## src/rtl/mux_scan_seq.sv

```systemverilog
// rtl/mux_scan_seq.sv - registered CH-to-1 mux with manual capture and ascending channel scan
module mux_scan_seq #(
    parameter int CH = 16,
    parameter int W  = 1,
    parameter int SW = $clog2(CH)
) (
    input  logic            clk,
    input  logic            rst,
    input  logic [CH*W-1:0] din,
    input  logic [SW-1:0]   sel,
    input  logic            mode,
    input  logic [CH-1:0]   en_mask,
    input  logic            start,
    output logic [W-1:0]    out_data,
    output logic [SW-1:0]   out_ch,
    output logic            out_valid,
    input  logic            out_ready,
    output logic            busy,
    output logic            done
);

    typedef enum logic [1:0] {IDLE, MAN, SCAN} state_t;

    state_t        state_q;
    logic [CH-1:0] mask_q;
    logic [SW-1:0] idx_q;
    logic [W-1:0]  out_data_q;
    logic [SW-1:0] out_ch_q;
    logic          out_valid_q;
    logic          busy_q;
    logic          done_q;

    logic          hs;
    logic          can_load;
    logic [CH-1:0] mask_next;

    // Index of the lowest set bit; zero when the mask is empty.
    function automatic logic [SW-1:0] lowest(input logic [CH-1:0] m);
        lowest = '0;
        for (int k = CH - 1; k >= 0; k--) begin
            if (m[k]) lowest = SW'(k);
        end
    endfunction

    // Channel select that yields zero for indices past the last channel.
    function automatic logic [W-1:0] pick(input logic [CH*W-1:0] d, input logic [SW-1:0] s);
        pick = '0;
        for (int k = 0; k < CH; k++) begin
            if (s == SW'(k)) pick = d[k*W +: W];
        end
    endfunction

    // mask_q holds the channels still to be loaded; the current index is cleared on each load.
    assign hs        = out_valid_q && out_ready;
    assign can_load  = (!out_valid_q || hs) && (|mask_q);
    assign mask_next = mask_q & ~(CH'(1) << idx_q);

    always_ff @(posedge clk) begin
        if (rst) begin
            state_q     <= IDLE;
            mask_q      <= '0;
            idx_q       <= '0;
            out_data_q  <= '0;
            out_ch_q    <= '0;
            out_valid_q <= 1'b0;
            busy_q      <= 1'b0;
            done_q      <= 1'b0;
        end else begin
            done_q <= 1'b0;
            case (state_q)
                IDLE: begin
                    if (start) begin
                        if (!mode) begin
                            out_data_q  <= pick(din, sel);
                            out_ch_q    <= sel;
                            out_valid_q <= 1'b1;
                            busy_q      <= 1'b1;
                            state_q     <= MAN;
                        end else if (|en_mask) begin
                            mask_q  <= en_mask;
                            idx_q   <= lowest(en_mask);
                            busy_q  <= 1'b1;
                            state_q <= SCAN;
                        end else begin
                            done_q <= 1'b1;
                        end
                    end
                end
                MAN: begin
                    if (hs) begin
                        out_valid_q <= 1'b0;
                        done_q      <= 1'b1;
                        busy_q      <= 1'b0;
                        state_q     <= IDLE;
                    end
                end
                SCAN: begin
                    if (can_load) begin
                        out_data_q  <= pick(din, idx_q);
                        out_ch_q    <= idx_q;
                        out_valid_q <= 1'b1;
                        mask_q      <= mask_next;
                        idx_q       <= lowest(mask_next);
                    end else if (hs) begin
                        out_valid_q <= 1'b0;
                        done_q      <= 1'b1;
                        busy_q      <= 1'b0;
                        state_q     <= IDLE;
                    end
                end
                default: begin
                    state_q <= IDLE;
                end
            endcase
        end
    end

    assign out_data  = out_data_q;
    assign out_ch    = out_ch_q;
    assign out_valid = out_valid_q;
    assign busy      = busy_q;
    assign done      = done_q;

endmodule

```

## config.mk

```make
export PLATFORM = sky130hd
export DESIGN_NAME = mux_scan_seq
export DESIGN_NICKNAME = d
export VERILOG_FILES = /design/src/rtl/mux_scan_seq.sv
export SDC_FILE = /design/constraint.sdc
export NUM_CORES = 1
export LEC_CHECK = 0
export ABC_AREA = 0
export BUFFER_PORTS_ARGS = -buffer_cell sky130_fd_sc_hd__buf_4
export CORE_MARGIN = 2
export CORE_UTILIZATION = 45
export CTS_BUF_LIST = sky130_fd_sc_hd__clkbuf_4 sky130_fd_sc_hd__clkbuf_8
export DETAILED_ROUTE_END_ITERATION = 7
export HOLD_SLACK_MARGIN = 0.06
export PLACE_DENSITY = 0.66
export SLEW_MARGIN = 30
export SYNTH_ARGS = -nofsm -noshare
export SYNTH_HDL_FRONTEND = slang
export SYNTH_SLANG_ARGS = --single-unit
```

## constraint.sdc

```tcl
create_clock -name clk -period 2.3 [get_ports clk]
set_input_delay 0 -clock clk [delete_from_list [all_inputs] [get_ports clk]]
set_output_delay 0 -clock clk [all_outputs]
set_load 0.05 [all_outputs]
```

==> flow_summary.json <==
{
  "outcome": "completed",
  "p_int_mw": 1.569,
  "syn_area_um2": 2507,
  "wire_per_inst_um": 16.20,
  "cap_violations": 0,
  "grt-busiest-layer": "met2",
  "fin_util": 0.6013,
  "synth_seq_cells": 30,
  "p_sw_mw": 1.322,
  "hp-start": "en_mask[1]",
  "clkPwrFrac": 0.156,
  "fin_tns_setup_ns": 0,
  "antenna_left": 0,
  "design_area_um2": 3271,
  "drv_slew": 0,
  "p_leak_nw": 1.250,
  "synthTopCellsByArea": "dfxtp_1 24%, a21oi_1 6.8%, nor2_1 5.8%, mux2i_1 5.6%, o21ai_0 5.6%",
  "synthCells": 340,
  "startpoint_type": "input pin",
  "dieArea_um2": 6185,
  "worstReg2RegStart": "idx_q[0]$_SDFFE_PP0P_",
  "min_to": "mask_q[1]$_SDFFE_PP0P_",
  "fp.dieW_um": 78.65,
  "synthArstFlopShare": 0,
  "cts-buffers-inserted": 5,
  "dieHeight_um": 78.65,
  "coreArea_um2": 5439,
  "grt-ovfl-total": 0,
  "seqPwrFrac": 0.284,
  "htreeDepth": 2,
  "p_per_area_nw_per_um2": 883.9,
  "cts_tree": "done",
  "ys.warnings.count": 0,
  "swShare": 0.4573,
  "rows": 27,
  "relSlewSlack": 0.6277,
  "antenna_cells": 0,
  "clkLatencyLatePin_ns": 0.29,
  "synth_nets": 385,
  "vdd_drop_max_mv": 0.4908,
  "cts_sinks": 30,
  "yosysTopAreaCell": "dfxtp_1",
  "fmaxAchievable_mhz": 468.9,
  "end_kind": "register",
  "grt_util_met3": 0.03563,
  "setup_viol_count_final": 0,
  "firstDrtPassIters": 5,
  "initial_core_util": 0.4610,
  "synth_top_area_share": 0.2395,
  "most-common-layout-cells": "68 x buf_4, 38 x nor2_1, 34 x a21oi_1",
  "drt_iter0_drc": 218,
  "p_comb_frac": 0.560,
  "synth_adder_area_share": 0.01996,
  "ys_seq_area_frac": 0.2395,
  "drive_above_1_share": 0.2360,
  "drc": 0,
  "use_met1": 0.3418,
  "grt_max_degree": 31,
  "grt_pass1_wl_um": 12600,
  "period_needed_ns": 2.133,
  "rrSetupSlack_ns": 0.24,
  "synth_edf_count": 0,
  "rr_worst_depth": 6,
  "rsz0062_at_grt": "no",
  "yosys.area_share.simple": 0.2355,
  "synth_compound_area_frac": 0.3573,
  "min_path_cells": 3,
  "top_level_ports": 49,
  "clkTransAtPathRegs_ns": 0.07,
  "clockRootBuffer": "clkbuf_8",
  "path_class": "input pin to register",
  "ys_types": 63,
  "r2r-end": "idx_q[3]$_SDFFE_PP0P_",
  "grt_pass1_vias": 2617,
  "hold_path.class": "input pin to register",
  "syn_to_final_growth_pct": 30.44,
  "placed_area_um2": 3002,
  "ctsLongestPathBuffers": 2,
  "met2_usage": 0.4171,
  "crit_required_ns": 2.52,
  "synth_area_per_cell_um2": 7.375,
  "wirelength_um": 7827,
  "vias": 2936,
  "timing.final.crit_share": 0.9272,
  "synthFlopType": "dfxtp_1",
  "path_max_fanout": 10,
  "finalClockSkew_ns": 0.006542,
  "synth_top_family_by_area": "compound AO/OA/AOI/OAI gates",
  "antenna_found_initial": 0,
  "muxShareOfSynthArea": 0.08283,
  "mostFrequentLayoutCell": "buf_4",
  "layout.nets": 455,
  "track_usage": 0.2537,
  "gp_congestion": 0.9753,
  "pre_cts_ws_ns": 0.1801,
  "post-dp-hpwl_um": 5912,
  "finalHoldViolCount": 0,
  "crit_arrival_ns": 2.35,
  "tightest_slew_ns": 0.5578,
  "synthXorXnorAreaFrac": 0,
  "worst_slack_ns": 0.1675,
  "port-buffer-count": 48,
  "vias_per_cell": 6.079
}
## sequential cells by signal, indices dropped and copies added, names as in the netlist
name,cells
done,1
state_q,2
idx_q,4
out_valid,1
busy,1
out_data,1
out_ch,4
mask_q,16
## power by group through the flow
| stage | sequential [mW] | combinational [mW] | clock [mW] |
|---|---|---|---|
| final | 0.821 | 1.62 | 0.451 |
| after global routing | 0.841 | 1.76 | 0.481 |
| after CTS | 0.811 | 1.59 | 0.461 |
| after detailed placement | 0.822 | 1.56 | 0 |
| after global placement | 0.816 | 1.56 | 0 |
| after floorplan | 0.870 | 1.01 | 0 |
## layer usage
| layer | share of wire | vias to the layer above |
|---|---|---|
| li1 | - | 1424 |
| met1 | 0.46 | 1352 |
| met2 | 0.46 | 140 |
| met3 | 0.059 | 20 |
| met4 | 0.024 | 0 |
| met5 | 0 | - |
## metrics by stage
step / hold WS, ns / std cells / total power [mW]
floorplan: 0.1360 / 340 / 1.883
global placement: 0.2825 / 459 / 2.381
detailed placement: 0.2828 / 459 / 2.385
CTS: 0.07774 / 482 / 2.863
global route: 0.1126 / 483 / 3.078
finish: 0.08792 / 483 / 2.891
## timing repair
action / CTS / global route
hold endpoints to repair: 15 / 0
setup endpoints to repair: 0 / 15
setup buffers: 0 / 1
gates resized for setup: 0 / 6
hold buffers: 15 / 0
## cells in the mapped netlist (all sizes together) (7+ instances only)
master	instances
a211oi	9
a21oi	34
a31oi	12
buf	13
clkbuf	7
dfxtp	30
inv	17
mux2i	14
nand2	31
nor2	40
nor3	12
nor4	7
o21ai	28
## critical path, stage by stage
cell and delay, ns:
dlygate4sd3_1 0.54, buf_4 0.15, nor4_1 0.38, nand4_1 0.27, a41oi_2 0.34, a21o_2 0.21
buf_4 0.21, o21ai_0 0.10, a21oi_1 0.14
## how the worst max path moves through the flow
stage                                        from  slack, ns                       to
after global placement      idx_q[3]$_SDFFE_PP0P_       0.20    idx_q[1]$_SDFFE_PP0P_
after global routing                   en_mask[9]       0.04  mask_q[13]$_SDFFE_PP0P_
after detailed placement  state_q[0]$_SDFFE_PP0P_       0.18  mask_q[14]$_SDFFE_PP0P_
after floorplan           state_q[0]$_SDFFE_PP0P_       0.43    out_data$_SDFFE_PP0P_
after CTS                              en_mask[9]       0.12  mask_q[15]$_SDFFE_PP0P_
final                                  en_mask[9]       0.17   mask_q[7]$_SDFFE_PP0P_
## cell families after synthesis
family | Yosys count
AO/OA/AOI/OAI | 131
AND/OR/NAND/NOR | 119
buffers and inverters | 37
flip-flops | 30
multiplexers | 19
adder cells (fa/ha/maj) | 4
## final cells by class
class / count / area (µm²)
fill: 485 / 2168
clock buffer: 7 / 90.09
clock inverter: 1 / 5.005
timing repair buffer: 83 / 660.6
inverter: 17 / 63.81
sequential: 30 / 604.3
multi-input combinational: 273 / 1757
tap: 72 / 90.09
No activity file was read; power rests on OpenSTA's default activity.
